===== src/rtl/rs_issue_queue.sv =====
// 16-entry reservation station: CDB wakeup, highest-index free-slot allocation,
// highest-index ready select, and a registered valid/ready issue port.
module rs_issue_queue #(
  parameter int TAG_W = 6,
  parameter int PLD_W = 32
) (
  input  logic             clock,
  input  logic             reset,
  input  logic             squash,
  input  logic             dispatch_valid,
  output logic             dispatch_ready,
  input  logic [TAG_W-1:0] dispatch_dest_tag,
  input  logic [TAG_W-1:0] dispatch_src1_tag,
  input  logic             dispatch_src1_rdy,
  input  logic [TAG_W-1:0] dispatch_src2_tag,
  input  logic             dispatch_src2_rdy,
  input  logic [PLD_W-1:0] dispatch_payload,
  input  logic             cdb_valid,
  input  logic [TAG_W-1:0] cdb_tag,
  output logic             issue_valid,
  input  logic             issue_ready,
  output logic [TAG_W-1:0] issue_dest_tag,
  output logic [TAG_W-1:0] issue_src1_tag,
  output logic [TAG_W-1:0] issue_src2_tag,
  output logic [PLD_W-1:0] issue_payload,
  output logic [4:0]       free_count
);

  localparam int RS_SIZE = 16;

  typedef struct packed {
    logic       found;
    logic [3:0] idx;
  } grant_t;

  // 4-input priority select, highest index wins: {found, idx[1:0]}
  function automatic logic [2:0] ps4(input logic [3:0] req);
    logic [2:0] r;
    if (req[3]) begin
      r = 3'b111;
    end else if (req[2]) begin
      r = 3'b110;
    end else if (req[1]) begin
      r = 3'b101;
    end else if (req[0]) begin
      r = 3'b100;
    end else begin
      r = 3'b000;
    end
    return r;
  endfunction

  // Two-level tree of ps4 cells: the top level picks the highest non-empty group
  function automatic grant_t ps16(input logic [15:0] req, input logic en);
    logic [2:0] grp [4];
    logic [2:0] top;
    grant_t     g;
    for (int k = 0; k < 4; k++) begin
      grp[k] = ps4(req[k*4 +: 4]);
    end
    top     = ps4({grp[3][2], grp[2][2], grp[1][2], grp[0][2]});
    g.found = en & top[2];
    g.idx   = {top[1:0], grp[top[1:0]][1:0]};
    return g;
  endfunction

  logic [RS_SIZE-1:0] valid_r;
  logic [RS_SIZE-1:0] src1_rdy_r;
  logic [RS_SIZE-1:0] src2_rdy_r;
  logic [TAG_W-1:0]   dest_tag_r [RS_SIZE];
  logic [TAG_W-1:0]   src1_tag_r [RS_SIZE];
  logic [TAG_W-1:0]   src2_tag_r [RS_SIZE];
  logic [PLD_W-1:0]   payload_r  [RS_SIZE];

  logic               issue_valid_r;
  logic [TAG_W-1:0]   issue_dest_r;
  logic [TAG_W-1:0]   issue_src1_r;
  logic [TAG_W-1:0]   issue_src2_r;
  logic [PLD_W-1:0]   issue_payload_r;
  logic [4:0]         free_count_r;
  logic               dispatch_ready_r;

  logic [RS_SIZE-1:0] ready_vec_s;
  logic               load_issue_s;
  grant_t             alloc_s;
  grant_t             sel_s;
  logic               do_dispatch_s;
  logic               byp1_s;
  logic               byp2_s;
  logic [4:0]         free_next_s;

  // Allocation/select grants and the same-cycle CDB bypass for dispatch
  always_comb begin
    ready_vec_s   = valid_r & src1_rdy_r & src2_rdy_r;
    load_issue_s  = !issue_valid_r | issue_ready;
    alloc_s       = ps16(~valid_r, 1'b1);
    sel_s         = ps16(ready_vec_s, load_issue_s);
    do_dispatch_s = dispatch_valid & dispatch_ready_r & alloc_s.found;
    byp1_s        = dispatch_src1_rdy | (cdb_valid & (cdb_tag == dispatch_src1_tag));
    byp2_s        = dispatch_src2_rdy | (cdb_valid & (cdb_tag == dispatch_src2_tag));
    free_next_s   = free_count_r - {4'd0, do_dispatch_s} + {4'd0, sel_s.found};
  end

  // Entry control bits: allocate, wake, and invalidate on select
  always_ff @(posedge clock) begin
    if (reset || squash) begin
      valid_r    <= {RS_SIZE{1'b0}};
      src1_rdy_r <= {RS_SIZE{1'b0}};
      src2_rdy_r <= {RS_SIZE{1'b0}};
    end else begin
      for (int i = 0; i < RS_SIZE; i++) begin
        // Allocation only targets a free slot, so it never collides with select or wakeup
        if (do_dispatch_s && (alloc_s.idx == 4'(i))) begin
          valid_r[i]    <= 1'b1;
          src1_rdy_r[i] <= byp1_s;
          src2_rdy_r[i] <= byp2_s;
        end else begin
          if (sel_s.found && (sel_s.idx == 4'(i))) begin
            valid_r[i] <= 1'b0;
          end
          if (cdb_valid && valid_r[i] && (src1_tag_r[i] == cdb_tag)) begin
            src1_rdy_r[i] <= 1'b1;
          end
          if (cdb_valid && valid_r[i] && (src2_tag_r[i] == cdb_tag)) begin
            src2_rdy_r[i] <= 1'b1;
          end
        end
      end
    end
  end

  // Entry data fields; contents of invalid slots are don't-care
  always_ff @(posedge clock) begin
    if (do_dispatch_s && !reset && !squash) begin
      dest_tag_r[alloc_s.idx] <= dispatch_dest_tag;
      src1_tag_r[alloc_s.idx] <= dispatch_src1_tag;
      src2_tag_r[alloc_s.idx] <= dispatch_src2_tag;
      payload_r[alloc_s.idx]  <= dispatch_payload;
    end
  end

  // Issue register: loads the granted entry whenever the port can take one
  always_ff @(posedge clock) begin
    if (reset || squash) begin
      issue_valid_r   <= 1'b0;
      issue_dest_r    <= {TAG_W{1'b0}};
      issue_src1_r    <= {TAG_W{1'b0}};
      issue_src2_r    <= {TAG_W{1'b0}};
      issue_payload_r <= {PLD_W{1'b0}};
    end else if (load_issue_s) begin
      if (sel_s.found) begin
        issue_valid_r   <= 1'b1;
        issue_dest_r    <= dest_tag_r[sel_s.idx];
        issue_src1_r    <= src1_tag_r[sel_s.idx];
        issue_src2_r    <= src2_tag_r[sel_s.idx];
        issue_payload_r <= payload_r[sel_s.idx];
      end else begin
        issue_valid_r <= 1'b0;
      end
    end
  end

  // Free-slot bookkeeping kept in registers so dispatch_ready reflects start-of-cycle state
  always_ff @(posedge clock) begin
    if (reset || squash) begin
      free_count_r     <= 5'd16;
      dispatch_ready_r <= 1'b1;
    end else begin
      free_count_r     <= free_next_s;
      dispatch_ready_r <= (free_next_s != 5'd0);
    end
  end

  assign dispatch_ready = dispatch_ready_r;
  assign free_count     = free_count_r;
  assign issue_valid    = issue_valid_r;
  assign issue_dest_tag = issue_dest_r;
  assign issue_src1_tag = issue_src1_r;
  assign issue_src2_tag = issue_src2_r;
  assign issue_payload  = issue_payload_r;

endmodule


===== config.mk =====
export PLATFORM = sky130hd
export DESIGN_NAME = rs_issue_queue
export DESIGN_NICKNAME = d
export VERILOG_FILES = /design/src/rtl/rs_issue_queue.sv
export SDC_FILE = /design/constraint.sdc
export NUM_CORES = 1
export LEC_CHECK = 0
export CAP_MARGIN = 20
export CORE_MARGIN = 2
export CORE_UTILIZATION = 40
export CTS_CLUSTER_SIZE = 28
export DETAILED_ROUTE_END_ITERATION = 6
export HOLD_SLACK_MARGIN = 0.15
export PLACE_DENSITY = 0.58
export SYNTH_ARGS = -nofsm -noshare
export SYNTH_HDL_FRONTEND = slang
export SYNTH_SLANG_ARGS = --single-unit
export TNS_END_PERCENT = 20

===== constraint.sdc =====
create_clock -name clock -period 4.85 [get_ports clock]
set_input_delay 0.97 -clock clock [delete_from_list [all_inputs] [get_ports clock]]
set_output_delay 0.97 -clock clock [all_outputs]
set_load 0.1 [all_outputs]

==> results.yml <==
grt:
  grt-ovfl-total: 0
  use_met1: 0.295
  antenna_found_initial: 2
  busiest_layer: "met2"
  grt_use_met2: 0.341
  grt_pass1_wl_um: 146000
  grt_pass1_vias: 21600
  grt_use_total: 0.210
  grt_start_max_net_pins: 100
  use_met3: 0.0303
routing:
  drt_iter0_markers: 2146
  dr.pass1.iters: 6
  viasPerCell: 5.74
  drc: 0
  routedWlPerCell_um: 26.7
  ant_nets: 0
  via_count: 21500
  finalWirelength_um: 100000
yosys:
  synth_edf_count: 800
  ys_async_sr_fraction: 0
  synth_fp_nets: 2409
  synth_seq_cells: 905
  synth_cell_types: 55
  syn_inst: 2339
  ys_warn_count: 0
  ys.flop_type: "edfxtp_1"
  synth_area_um2: 36800
  synth-seq-area-share: 0.710
  synth_area_per_cell_um2: 15.7
worst_setup_path:
  crit_path_top_delay_cell: "nor2_1"
  crit_buf_inv: 2
  start_kind: "flip-flop"
  required_ns: 5.37
  crit_chain: "and3_1 -> nor2b_1 -> nand3_1 -> nor2_1 -> a21boi_4 -> inv_2 -> ha_1 -> inv_1 -> ha_1 -> fa_1 -> a21o_1 -> a21oi_1 -> xnor2_1 -> nand2_1 -> nand4b_1"
  crit_top_cell: "ha_1"
  path_class: "flip-flop to flip-flop"
  path_delay_family: "simple AND/OR/NAND/NOR gates"
  cpPeakStageDelay_ns: 0.53
  setup.worst_path.end_class: "flip-flop"
  worstPathArrival_ns: 4.14
  cp_max_fo: 6
timing:
  slew_viol_final: 0
  max_freq_mhz: 276
  tns_ns: 0
  slew_headroom: 0.294
  hold_viol: 0
  fin_worst_skew_ns: 0.0278
  min_period_ns: 3.63
  setup_viol: 0
  worst_slew_pin_slew_ns: 1.06
  rsz0062_at_grt: "no"
  period_share: 0.748
final_layout:
  postLayoutCellArea_um2: 42900
  final_cell_mix: "800 x edfxtp_1, 263 x nand2_1, 171 x a21oi_1, 114 x clkdlybuf4s50_1, 105 x dfxtp_1"
  area_delta_synth_final_pct: 16.7
  final_cells: 3753
  num-nets-final: 2553
  final_common_cell: "edfxtp_1"
  drive_gt1_frac: 0.138
place:
  place_area_um2: 39700
  port_buffers: 120
  dpl.cell_count: 3570
  dpl.hpwl_um: 58500
  gp_congestion: 0.921
pwr:
  ir_drop_mv: 0.245
  power_density_nw_per_um2: 380
  finalPower_mw: 16.3
  swShare: 0.206
  pwr-share-seq: 0.521
  clkPwrFrac: 0.450
  power_frac_comb: 0.028
  leakage_nw: 14.2
  p_switching_mw: 3.37
  intPower_mw: 12.9
floorplanning:
  die_area_um2: 94400
  io_pins: 121
  placementRows: 111
  die_h_um: 307
  initial_core_util: 0.402
  die_w_um: 307
  coreArea_um2: 91400
cts:
  htreeDepth: 3
  cts_tree: "built"
  clockBufferDepth: 3
  cts-root-buf: "clkbuf_16"
  cts.sinks: 905
  path_clk_slew_ns: 0.06
  worstSkewPairLatency_ns: 0.67
  cts_resized: 0
  postCtsSetupBuffers: 0
  hold_buffers: 0
  cts_buffers: 96
flow_run:
  drv_cap: 0
min_path:
  hold_class: "flip-flop to flip-flop"
outcome:
  status: "complete, no violations"
synth_stat cells (all sizes together), types with 17 or more instances:
library cell  count  area [µm²]
mux2i           100        1000
o21ai            57         285
edfxtp          800       24000
xnor2           104         911
buf              64         452
nor4             83         519
o22ai            49         307
nor3             17        85.1
a22oi            50         375
xor2            104         911
mux4            100        2250
nor2             27         104
nand2           265         995
clkbuf           81         304
o311a            17         170
dfxtp           105        2100
a41oi            33         289
a21oi           172         861
worst reg2reg max path: stages, from the launching register on:
cell      delay (ns)
dfxtp_1         0.38
and3_1          0.24
nor2b_1         0.33
nand3_1         0.17
nor2_1          0.53
a21boi_4        0.12
inv_2           0.12
ha_1            0.15
inv_1           0.04
ha_1            0.20
fa_1            0.43
a21o_1          0.18
a21oi_1         0.17
xnor2_1         0.13
nand2_1         0.08
nand4b_1        0.22
layer usage:
metal / routed length [µm] / vias to the layer above
met4: 2570 / 4
met1: 43800 / 11200
met2: 48100 / 757
met3: 5630 / 176
met5: 24 / -
li1: - / 9417
state kept, by name, summed over array words and instances, names as in the netlist:
register        cells
payload_r         512
dest_tag_r         96
src1_tag_r         96
src2_tag_r         96
issue_payload      32
src1_rdy_r         16
src2_rdy_r         16
valid_r            16
issue_dest_tag      6
issue_src1_tag      6
issue_src2_tag      6
free_count          5
dispatch_ready      1
issue_valid         1
power groups by stage:
stage	registers [mW]	logic, mW	clock network, mW
final	8.51	0.465	7.34
after CTS	8.51	0.466	7.49
after floorplan	8.70	0.175	0
after global routing	8.50	0.494	7.79
after detailed placement	8.67	0.464	0
after global placement	8.67	0.457	0
stage by stage:
stage | hold WS (ns) | setup WS, ns | utilization
after floorplan | 0.469 | 0.478 | -
after detailed placement | 0.529 | 0.952 | 0.434
after global placement | 0.515 | 0.915 | 0.434
after CTS | 0.537 | 1.28 | 0.469
after global routing | 0.558 | 1.02 | 0.470
final | 0.549 | 1.22 | 0.470
path summary, 6_finish.rpt:
check                           slack (ns)  depth (start not counted)         from        endpoint
worst max-delay path                  1.22                         15   valid_r[5]  dispatch_ready
worst min-delay path                  0.55                          2  valid_r[15]     valid_r[15]
worst max register to register        1.22                         15   valid_r[5]  dispatch_ready
worst min register to register        0.55                          2  valid_r[15]     valid_r[15]
logic make-up (layout without fill, tap and decap cells):
logic type	Yosys count	after routing	synth area share
AO/OA/AOI/OAI	424	424	0.0725
adder cells (fa/ha/maj)	6	6	0.00225
XOR/XNOR	208	208	0.0495
flip-flops	905	905	0.710
multiplexers	200	200	0.0885
other	0	1	0
AND/OR/NAND/NOR	443	443	0.0554
buffers and inverters	153	380	0.0214
area by class of cell:
cell class                 instances  area, µm²
timing repair buffer             191       2010
multi-input combinational       1281      10100
sequential                       905      26100
tap                             1186       1480
antenna                            1       2.50
fill                            7822      48500
clock inverter                    50        581
inverter                           8       30.0
clock buffer                     131       2640
No activity file was read; power rests on OpenSTA's default activity.
